<file path="src/rtl/pc_fetch_unit_if.sv">
// Fetch-unit bus: PC-source mux loop, instruction-memory request/ack and
// decode valid/ready.
//   master : the fetch unit (drives pc, pc_plus4, imem_req/addr, ir_*)
//   slave  : surrounding datapath, memory and decode
interface pc_fetch_unit_if #(
  parameter int unsigned WIDTH = 32
);
  logic [WIDTH-1:0] next_pc;
  logic             pc_write;
  logic [WIDTH-1:0] pc;
  logic [WIDTH-1:0] pc_plus4;
  logic             imem_req;
  logic [WIDTH-1:0] imem_addr;
  logic             imem_ack;
  logic [31:0]      imem_rdata;
  logic             ir_valid;
  logic [31:0]      ir;
  logic [WIDTH-1:0] ir_pc;
  logic             ir_ready;

  modport master (
    input  next_pc, pc_write, imem_ack, imem_rdata, ir_ready,
    output pc, pc_plus4, imem_req, imem_addr, ir_valid, ir, ir_pc
  );

  modport slave (
    output next_pc, pc_write, imem_ack, imem_rdata, ir_ready,
    input  pc, pc_plus4, imem_req, imem_addr, ir_valid, ir, ir_pc
  );
endinterface

</file>
<file path="src/rtl/pc_fetch_unit.sv">
// Program counter and single-outstanding instruction-fetch sequencer.
// Ports:
//   clk, rst_n : clock, asynchronous active-low reset
//   bus        : pc_fetch_unit_if.master
//                next_pc/pc_write  redirect from the PC-source mux
//                pc, pc_plus4      current PC and its +4 (pc_plus4 is comb)
//                imem_*            request/ack fetch port, address held until ack
//                ir_*              fetched instruction to decode, valid/ready
module pc_fetch_unit #(
  parameter int unsigned     WIDTH    = 32,
  parameter logic [WIDTH-1:0] RESET_PC = '0
) (
  input  logic            clk,
  input  logic            rst_n,
  pc_fetch_unit_if.master bus
);

  typedef enum logic [1:0] {
    IDLE    = 2'd0,
    REQ     = 2'd1,
    HOLD    = 2'd2,
    DISCARD = 2'd3
  } state_t;

  state_t           state_q, state_d;
  logic [WIDTH-1:0] pc_q, pc_d;
  logic [WIDTH-1:0] addr_q, addr_d;
  logic [WIDTH-1:0] ir_pc_q, ir_pc_d;
  logic [31:0]      ir_q, ir_d;
  logic             req_q, req_d;
  logic             valid_q, valid_d;
  logic [WIDTH-1:0] pc_inc;
  logic [WIDTH-1:0] npc_al;

  assign pc_inc = pc_q + WIDTH'(4);
  // Redirect targets are word-aligned so PC[1:0] stays 00.
  assign npc_al = {bus.next_pc[WIDTH-1:2], 2'b00};

  // Next-state and datapath load decisions; a redirect outranks everything.
  always_comb begin
    state_d = state_q;
    pc_d    = pc_q;
    addr_d  = addr_q;
    ir_d    = ir_q;
    ir_pc_d = ir_pc_q;

    case (state_q)
      IDLE: begin
        state_d = REQ;
        if (bus.pc_write) begin
          pc_d   = npc_al;
          addr_d = npc_al;
        end else begin
          addr_d = pc_q;
        end
      end

      REQ: begin
        if (bus.pc_write) begin
          pc_d = npc_al;
          // An unacknowledged request must keep its address; finish it in DISCARD.
          if (bus.imem_ack) addr_d  = npc_al;
          else              state_d = DISCARD;
        end else if (bus.imem_ack) begin
          ir_d    = bus.imem_rdata;
          ir_pc_d = addr_q;
          pc_d    = pc_inc;
          state_d = HOLD;
        end
      end

      HOLD: begin
        if (bus.pc_write) begin
          pc_d    = npc_al;
          addr_d  = npc_al;
          state_d = REQ;
        end else if (bus.ir_ready) begin
          addr_d  = pc_q;
          state_d = REQ;
        end
      end

      DISCARD: begin
        if (bus.pc_write) pc_d = npc_al;
        if (bus.imem_ack) begin
          addr_d  = bus.pc_write ? npc_al : pc_q;
          state_d = REQ;
        end
      end

      default: state_d = IDLE;
    endcase

    req_d   = (state_d == REQ) || (state_d == DISCARD);
    valid_d = (state_d == HOLD);
  end

  // State and registered outputs.
  always_ff @(posedge clk or negedge rst_n) begin
    if (!rst_n) begin
      state_q <= IDLE;
      pc_q    <= RESET_PC;
      addr_q  <= RESET_PC;
      ir_q    <= '0;
      ir_pc_q <= '0;
      req_q   <= 1'b0;
      valid_q <= 1'b0;
    end else begin
      state_q <= state_d;
      pc_q    <= pc_d;
      addr_q  <= addr_d;
      ir_q    <= ir_d;
      ir_pc_q <= ir_pc_d;
      req_q   <= req_d;
      valid_q <= valid_d;
    end
  end

  assign bus.pc        = pc_q;
  assign bus.pc_plus4  = pc_inc;
  assign bus.imem_req  = req_q;
  assign bus.imem_addr = addr_q;
  assign bus.ir_valid  = valid_q;
  assign bus.ir        = ir_q;
  assign bus.ir_pc     = ir_pc_q;

endmodule

</file>
<file path="src/flat_wrapper.sv">
// flat-port wrapper written by rule: the top's interface ports become plain ports
module pc_fetch_unit_flat 
#(
  parameter int unsigned     WIDTH    = 32,
  parameter logic [WIDTH-1:0] RESET_PC = '0
)
  (clk, rst_n, bus_next_pc, bus_pc_write, bus_imem_ack, bus_imem_rdata, bus_ir_ready, bus_pc, bus_pc_plus4, bus_imem_req, bus_imem_addr, bus_ir_valid, bus_ir, bus_ir_pc);
  pc_fetch_unit_if #(.WIDTH(WIDTH)) bus_i ();
  input  logic clk;
  input  logic rst_n;
  input wire logic [$bits(bus_i.next_pc)-1:0] bus_next_pc;
  input wire logic [$bits(bus_i.pc_write)-1:0] bus_pc_write;
  input wire logic [$bits(bus_i.imem_ack)-1:0] bus_imem_ack;
  input wire logic [$bits(bus_i.imem_rdata)-1:0] bus_imem_rdata;
  input wire logic [$bits(bus_i.ir_ready)-1:0] bus_ir_ready;
  output wire logic [$bits(bus_i.pc)-1:0] bus_pc;
  output wire logic [$bits(bus_i.pc_plus4)-1:0] bus_pc_plus4;
  output wire logic [$bits(bus_i.imem_req)-1:0] bus_imem_req;
  output wire logic [$bits(bus_i.imem_addr)-1:0] bus_imem_addr;
  output wire logic [$bits(bus_i.ir_valid)-1:0] bus_ir_valid;
  output wire logic [$bits(bus_i.ir)-1:0] bus_ir;
  output wire logic [$bits(bus_i.ir_pc)-1:0] bus_ir_pc;
  assign bus_i.next_pc = bus_next_pc;
  assign bus_i.pc_write = bus_pc_write;
  assign bus_i.imem_ack = bus_imem_ack;
  assign bus_i.imem_rdata = bus_imem_rdata;
  assign bus_i.ir_ready = bus_ir_ready;
  assign bus_pc = bus_i.pc;
  assign bus_pc_plus4 = bus_i.pc_plus4;
  assign bus_imem_req = bus_i.imem_req;
  assign bus_imem_addr = bus_i.imem_addr;
  assign bus_ir_valid = bus_i.ir_valid;
  assign bus_ir = bus_i.ir;
  assign bus_ir_pc = bus_i.ir_pc;
  pc_fetch_unit #(.WIDTH(WIDTH), .RESET_PC(RESET_PC)) u_core (.clk(clk), .rst_n(rst_n), .bus(bus_i));
endmodule
</file>
<file path="config.mk">
export PLATFORM = sky130hd
export DESIGN_NAME = pc_fetch_unit_flat
export DESIGN_NICKNAME = d
export VERILOG_FILES = /design/src/rtl/pc_fetch_unit_if.sv /design/src/rtl/pc_fetch_unit.sv /design/src/flat_wrapper.sv
export SDC_FILE = /design/constraint.sdc
export NUM_CORES = 1
export LEC_CHECK = 0
export ABC_CLOCK_PERIOD_IN_PS = 6600
export CELL_PAD_IN_SITES_DETAIL_PLACEMENT = 1
export CELL_PAD_IN_SITES_GLOBAL_PLACEMENT = 1
export CORE_AREA = 2 2 132 134
export CTS_BUF_LIST = sky130_fd_sc_hd__clkbuf_4 sky130_fd_sc_hd__clkbuf_8
export DETAILED_ROUTE_END_ITERATION = 10
export DIE_AREA = 0 0 134 136
export PLACE_DENSITY_LB_ADDON = 0.1
export SLEW_MARGIN = 10
export SYNTH_ARGS = -nofsm -noshare
export SYNTH_HDL_FRONTEND = slang
export SYNTH_SLANG_ARGS = --single-unit
export TNS_END_PERCENT = 50
</file>
<file path="constraint.sdc">
create_clock -name clk -period 6.6 [get_ports clk]
set_clock_uncertainty 0.2 [all_clocks]
set_input_delay 0.99 -clock clk [delete_from_list [all_inputs] [get_ports clk]]
set_output_delay 0.99 -clock clk [all_outputs]
set_load 0.005 [all_outputs]
</file>
After elaboration in Yosys (flattened, before gate mapping)

Index checks and enable logic that the tools add are counted.
Widths: inputs -> output; s select.

Bits in registers: 132
Latch bits: 0
Bits in writable memories: 0
Memory bits (read-only): 0
Input port bits: 69
Output and inout bits: 162
Logic and storage cells: 42
Memories kept: 0

Add/subtract/negate cells: 1
Multipliers: 0
Divide/modulo/power cells: 0
$lt $le $gt $ge: 0
Equality and inequality tests: 11
Shift operators: 0
Multiplexer cells: 17
Bitwise gates (word level): 1
Reduce and logical (&&, ||, !) cells: 5

Operators with widths:

| operator              | count |
|---|---|
| $mux 32               | 8 |
| $pmux 32 s4           | 1 |
| $pmux 32 s2           | 1 |
| $add 32x3->32 const B | 1 |
| $mux 2                | 6 |
| $eq 2x2->1 const B    | 4 |
| $pmux 2 s4            | 1 |
| $ne 2x2->1 const B    | 3 |
| $ne 3x3->1 const B    | 2 |
| $eq 2x1->1 const B    | 2 |
| $reduce_and 4->1      | 1 |
| $reduce_and 3->1      | 1 |
| $reduce_or 3->1       | 1 |
| $logic_not 2->1       | 1 |
| $logic_or 1x1->1      | 1 |
| $not 1->1             | 1 |

Depth between registers and ports, before layout

Gate-level depths: netlist (run 1).

Word-level depth: 5
Gate-level depth with buffers: 7
Gate-level depth less buffers: 5

Worst setup path after synthesis (run 1)

OpenSTA, ideal clock, no wires.

Path type: register to output
Start: register u_core.pc_q[2], in the netlist u_core.bus.pc[2]
End: output port bus_pc_plus4[28]
Arrival time: 1.679 ns
Data required time: 5.410 ns
Setup slack: 3.731 ns
Cell stages (with the launch flop): 6
Path buffers: 0
Cell sequence: dfrtp_1 -> ha_1 -> nand3_2 -> or4_4 -> nor2_1 -> xor2_1

Cells in the longest elaborated chain, start to end: 1

Ends and longest elaborated chain:

| element                | line                 | source |
|---|---|---|
| from (decl)            | pc_fetch_unit.sv:26  | `logic [WIDTH-1:0] pc_q, pc_d;` |
| from (signal assigned) | pc_fetch_unit.sv:110 | `pc_q <= pc_d;` |
| $add 32x3->32          | pc_fetch_unit.sv:35  | `assign pc_inc = pc_q + WIDTH'(4);` |
| to (decl)              | flat_wrapper.sv:17   | `output wire logic [$bits(bus_i.pc_plus4)-1:0] bus_pc_plus4;` |

Every way passes these cells.

Worst setup path in the final report (run 1)

Start: register u_core.pc_q[2], in the netlist u_core.bus.pc[2]
End: output port bus_pc_plus4[30]

The elaborated chain is that of the path after synthesis.

==> summary.txt, run 1 <==
Clock network
  • Clock Sinks: 131
  • H-tree levels: 4
  • Cts repair resizes: 0
  • Clock transition at the registers of the reported paths: 0.08 ns
  • Clk Latency, worst-skew pair: 0.44 ns
  • Clk root buf: clkbuf_8
  • CTS buffer count: 17
  • Max Root-Sink Buffers: 2
  • Post-CTS Hold Fix Bufs: 0
  • Post-CTS Setup Bufs: 0
  • CTS tree: yes

Final layout
  • Final nets: 854
  • Final Cell Area: 9160 um^2
  • Share of cells above drive strength 1: 0.141
  • ANT cells: 0
  • Most common cell after layout, fill and taps aside: clkdlybuf4s50_1
  • Commonest non-fill, non-tap cells in the layout: clkdlybuf4s50_1, dfrtp_1, nor2_1, mux2_2, a21oi_1
  • Final core occ: 0.543
  • Fillers: 1824
  • Area Growth Syn to Fin: 45.3%

Yosys
  • Seq/Total Area, Yosys: 0.520
  • Syn_nets: 649
  • Synth Area in Simple Gates: 0.141
  • Adder-Cell Fraction of Synth Area: 0.00198
  • Largest family of logic cells by synthesized area: multiplexers
  • Post-synthesis mux area share: 0.163
  • Fraction of registers with async set/reset: 1.00
  • Mapped Area: 6310 um^2
  • Predominant post-synthesis flop cell: dfrtp_1
  • Synthesized flop and latch total: 131
  • Yosys warns: 0
  • Number of flops mapped to enable cells by yosys: 0
  • Gate Count Post-Synth: 579
  • Synthesized area per cell: 10.9 um^2
  • Compound-cell area share of the yosys netlist: 0.0786
  • XOR/XNOR Fraction of Synth Area: 0.0542
  • Netlist cell types: 40

Global routing
  • First-pass GRT wire length: 30800 um
  • Grt met2 use: 0.372
  • Number of global-route vias before repair: 5559
  • Antenna violations before repair: 0
  • Grt met1 use: 0.282
  • GRT Util Overall: 0.219
  • GRT Max-Usage Layer: met2
  • Grt met3 use: 0.0507
  • Total congestion overflow: 0
  • Pin count of the biggest net entering global routing: 80

Timing
  • Rel. slew slack: 0.318
  • Final Hold Fails: 0
  • Worst slew pin tran: 1.02 ns
  • Final worst-path cycle share: 0.643
  • Slew Viols, Final: 0
  • Final setup fails: 0
  • Post-layout min period: 4.24 ns
  • TNS Setup: 0 ns
  • RSZ-0062 raised after global routing: no
  • FMAX: 236 MHz

Critical path
  • Crit end category: primary output
  • CP max FO: 8
  • Worst-case reg-to-reg path depth: 4
  • CP startpoint kind: register
  • Setup Crit Path Kind: reg2out
  • FF-to-FF End: u_core.bus.ir_pc[8]$_DFFE_PN0P_
  • Critical path arrival: 3.05 ns
  • CP required: 5.41 ns
  • Origin of the worst setup path: u_core.bus.pc[2]$_DFFE_PN0P_
  • Reg2reg setup slack: 3.22 ns
  • Crit Reg-Reg Startpoint: u_core.state_q[0]$_DFF_PN0_

Die
  • Die Footprint: 18200 um^2
  • Die height: 136 um
  • # IOs: 231
  • Row cnt: 48
  • Die Span X: 134 um
  • Core Region: 16900 um^2
  • Initial Utilization: 0.374

Route
  • Vias/cell: 5.17
  • Detail Route Antenna Nets: 0
  • Routed length per instance: 19.2 um
  • # DRC: 0
  • Drt first pass iters: 5
  • Final wirelength: 19600 um
  • Initial DRC Count: 186
  • Via Count: 5279

Power
  • Cell internal pwr: 2090 uW
  • Lkg Pwr: 0.00356 uW
  • Share of power burned in registers: 0.409
  • PwrDens: 319 nW/um^2
  • Part of the power in the clock network: 0.264
  • Switching share of power: 0.283
  • Worst vdd ir: 0.138 mV
  • Total power: 2920 uW
  • Combinational share of power: 0.327
  • Sw Pwr: 829 uW

Placed design
  • Final GP Congestion: 0.827
  • DPL Wire Length: 13900 um
  • Dpl cell area: 8720 um^2
  • Port bufs: 228

Job
  • MaxCap Viol Count: 0

Worst hold path
  • HP Class: in2async

Status
  • Status: completed
power by group through the flow:
stage,combinational [uW],sequential (uW),clock [uW]
floorplan,328,1190,0
global placement,945,1190,0
detailed placement,966,1220,0
CTS,973,1200,789
global route,1030,1240,824
finish,956,1200,771
sequential cells by signal, summed over array words and instances (netlist names):
register / count
u_core.bus.imem_addr: 32
u_core.bus.pc: 32
u_core.bus.ir_valid: 1
u_core.bus.ir: 32
u_core.bus.ir_pc: 32
u_core.state_q: 2
synth_stat cells (16+ instances only):
cell type / instances / area share
a21oi_1: 34 / 0.027
mux2_2: 64 / 0.11
buf_2: 19 / 0.015
clkbuf_1: 22 / 0.013
nand2_1: 25 / 0.015
nor2_1: 69 / 0.041
xor2_1: 23 / 0.032
or4_1: 16 / 0.019
mux2i_1: 31 / 0.049
xnor2_1: 16 / 0.022
dfrtp_1: 131 / 0.52
o21ai_0: 18 / 0.014
a31oi_1: 17 / 0.017
metal layers:
| layer | share of wire | vias up |
|---|---|---|
| li1 | - | 2462 |
| met1 | 0.44 | 2651 |
| met2 | 0.50 | 151 |
| met3 | 0.050 | 15 |
| met4 | 0.0098 | 0 |
| met5 | 0 | - |
critical path: stages (launching register included):
cell and delay [ns]:
dfrtp_1 0.49, ha_1 0.29, and3_1 0.29, nand4_1 0.43
nor3_1 0.40, xnor2_1 0.18, clkdlybuf4s50_1 0.53
logic make-up after synthesis:
kind of cell,count (synthesis)
muxes,95
xor gates and xnor gates,39
and+or+nand+nor,170
DFF,131
AOI/OAI and AO/OA,86
adders and majority gates,1
buffers and inverters,57
per-stage QoR:
stage | hold slack, ns | cells | setup slack [ns]
after floorplan | 0.305 | 579 | 3.73
after global placement | 0.288 | 990 | 2.31
after detailed placement | 0.296 | 990 | 2.22
after CTS | 0.282 | 1021 | 2.33
after global routing | 0.294 | 1021 | 2.07
final | 0.278 | 1021 | 2.36
area by class of cell:
class	count	area, um^2	area share
Clock buffer	20	269	0.0294
Tap cell	225	282	0.0307
Timing Repair Buffer	233	2320	0.253
Inverter	10	37.5	0.00410
Clock inverter	11	175	0.0191
Multi-Input combinational cell	391	2800	0.305
Sequential cell	131	3280	0.358
worst max-delay path by stage:
| stage | to | slack, ns | cells after the start |
|---|---|---|---|
| floorplan | bus_pc_plus4[28] | 3.73 | 5 |
| global placement | u_core.bus.ir[14]$_DFFE_PN0P_ | 2.31 | 5 |
| detailed placement | u_core.bus.ir[24]$_DFFE_PN0P_ | 2.22 | 5 |
| CTS | bus_pc_plus4[30] | 2.33 | 6 |
| global route | bus_pc_plus4[30] | 2.07 | 6 |
| finish | bus_pc_plus4[30] | 2.36 | 6 |
(Power assumes the default switching activity.)
==> run 2, diff against run 1 <==
Settings changed: ABC_CLOCK_PERIOD_IN_PS 6600 to 4400, CORE_AREA 2 2 132 134 to 2 2 138 140, DIE_AREA 0 0 134 136 to 0 0 140 142.
Clock period 6.6 ns to 4.4 ns, I/O delays scaled along.
==> run 2 against run 1 <==
Net effect:
- the flow now finishes with violations (design-rule violations)
- clock power rose by 32%
- register-to-register slack got worse by 1.4 ns
- flip-flop and latch count did not move
- count of clock-buffer cells in the layout up 2
- sequential power is 48% higher
- wire length decreased by 3.8%
- setup slack worse by 1.9 ns
- hold slack worse by 0.25 ns
- cell area rose by 0.12%
- first-iteration DRC count up 13%
- final cell count increased by 1.5%
- non-clock buffer count grew 5
- largest power group unchanged
==> summary.txt, run 2 (synthesis results as in run 1) <==
Status
  • Status: complete, but fails checks
  • Failing checks: design-rule violations

Die
  • Row cnt: 50
  • Initial Utilization: 0.342
  • Die Footprint: 19900 um^2
  • # IOs: 231
  • Die height: 142 um
  • Core Region: 18500 um^2
  • Die Span X: 140 um

Clock network
  • Clk Latency, worst-skew pair: 0.45 ns
  • Post-CTS Setup Bufs: 0
  • Max Root-Sink Buffers: 2
  • Clk root buf: clkbuf_8
  • CTS tree: yes
  • CTS buffer count: 17
  • Cts repair resizes: 0
  • Clock transition at the registers of the reported paths: 0.08 ns
  • H-tree levels: 4
  • Post-CTS Hold Fix Bufs: 0
  • Clock Sinks: 131

Critical path
  • CP max FO: 8
  • Worst path max stage delay: 0.57 ns
  • Crit Reg-Reg Startpoint: u_core.bus.pc[2]$_DFFE_PN0P_
  • CP required: 3.54 ns
  • Origin of the worst setup path: u_core.bus.pc[2]$_DFFE_PN0P_
  • Critical path arrival: 3.05 ns
  • Slowest CP cell: clkdlybuf4s50_1
  • Crit end category: primary output
  • CP startpoint kind: register
  • Setup Crit Path Kind: reg2out
  • Crit-path cells: ha_1 > and3_1 > nand4_1 > nor3_1 > xnor2_1 > clkdlybuf4s50_1

Final layout
  • ANT cells: 0
  • Fillers: 2016
  • Commonest non-fill, non-tap cells in the layout: clkdlybuf4s50_1, dfrtp_1, nor2_1, mux2_2, a21oi_1
  • Area Growth Syn to Fin: 45.4%
  • Final nets: 859
  • Share of cells above drive strength 1: 0.147
  • Most common cell after layout, fill and taps aside: clkdlybuf4s50_1
  • Post-route insts no fill: 1036

Global routing
  • Pin count of the biggest net entering global routing: 82
  • GRT Util Overall: 0.198
  • Total congestion overflow: 0
  • Antenna violations before repair: 0
  • First-pass GRT wire length: 31000 um
  • Number of global-route vias before repair: 5675

Placed design
  • Final GP Congestion: 0.780
  • Port bufs: 228
  • DPL Wire Length: 13600 um
  • Placed Instances: 1004

Power
  • Part of the power in the clock network: 0.241
  • Sw Pwr: 1220 uW
  • Worst vdd ir: 0.195 mV
  • Share of power burned in registers: 0.421
  • Cell internal pwr: 3010 uW
  • Switching share of power: 0.289
  • Lkg Pwr: 0.00357 uW
  • PwrDens: 461 nW/um^2
  • Combinational share of power: 0.337
  • Total power: 4230 uW

Route
  • Final wirelength: 18900 um
  • Via Count: 5291
  • Initial DRC Count: 211
  • Drt first pass iters: 11
  • # DRC: 15
  • Routed length per instance: 18.2 um
  • Vias/cell: 5.11
  • Detail Route Antenna Nets: 0

Timing
  • Final Hold Fails: 0
  • FMAX: 256 MHz
  • Final setup fails: 0
  • Slew Viols, Final: 0
  • Final worst-path cycle share: 0.889
  • Worst slew pin tran: 0.831 ns
  • Post-layout min period: 3.91 ns
  • Rel. slew slack: 0.444
  • RSZ-0062 raised after global routing: no
  • TNS Setup: 0 ns

Job
  • MaxCap Viol Count: 0

Worst hold path
  • HP Class: in2async
run 2: cell count changes in the layout (fill, tap and decap cells not counted):
cell	before	now
clkinvlp_4	2	3
buf_4	5	9
clkbuf_8	19	21
bufinv_16	4	1
buf_12	0	1
clkinv_2	1	2
run 2: final timing paths:
check / endpoint / cells after the start / slack (ns)
worst max-delay path: bus_pc_plus4[30] / 6 / 0.49
worst min-delay path: u_core.bus.ir[8]$_DFFE_PN0P_ / 1 / 0.03
worst max register to register: u_core.bus.pc[30]$_DFFE_PN0P_ / 5 / 1.81
worst min register to register: u_core.bus.ir[10]$_DFFE_PN0P_ / 1 / 0.31
max in group asynchronous: u_core.bus.pc[7]$_DFFE_PN0P_ / 2 / 3.04
min in group clk: u_core.bus.ir[10]$_DFFE_PN0P_ / 1 / 0.31
run 2: per-stage QoR:
stage | setup WS [ns] | hold slack [ns] | util | instance area (um^2)
floorplan | 1.86 | 0.164 | - | 6310
global placement | 0.942 | 0.288 | 0.476 | 8780
detailed placement | 0.959 | 0.297 | 0.476 | 8780
CTS | 0.450 | 0.0675 | 0.497 | 9170
global route | 0.204 | 0.0824 | 0.497 | 9170
finish | 0.486 | 0.0275 | 0.497 | 9170
run 2: routing by layer:
layer | part of all wire | routed length [um] | GRT usage | vias up
li1 | - | - | - | 2479
met1 | 0.42 | 7960 | 0.245 | 2637
met2 | 0.50 | 9360 | 0.337 | 145
met3 | 0.063 | 1180 | 0.0528 | 30
met4 | 0.020 | 376 | 0.0665 | 0
met5 | 0 | 0 | 0 | -
run 2: cell type report:
class | count | area, um^2 | area share
Clock buffer | 22 | 297 | 0.0323
Clock inverter | 10 | 97.6 | 0.0106
Inverter | 10 | 37.5 | 0.00409
Multi-Input combinational cell | 391 | 2800 | 0.305
Sequential cell | 131 | 3280 | 0.357
Tap cell | 234 | 293 | 0.0319
Timing Repair Buffer | 238 | 2370 | 0.259
run 2: worst max-delay path, delay by kind of cell, from the launching register on:
| kind | cells | cell delay, ns |
|---|---|---|
| adder cells (fa/ha/maj) | 1 | 0.29 |
| buffers and inverters | 1 | 0.57 |
| XOR/XNOR | 1 | 0.15 |
| flip-flops | 1 | 0.54 |
| AND/OR/NAND/NOR | 3 | 1.05 |
run 2: power groups by stage:
stage / logic [uW] / registers [uW] / clock network [uW]
6_report: 1430 / 1780 / 1020
4_1_cts: 1460 / 1790 / 1050
2_1_floorplan: 492 / 1780 / 0
5_1_grt: 1540 / 1840 / 1110
3_5_place_dp: 1450 / 1810 / 0
3_3_place_gp: 1420 / 1780 / 0
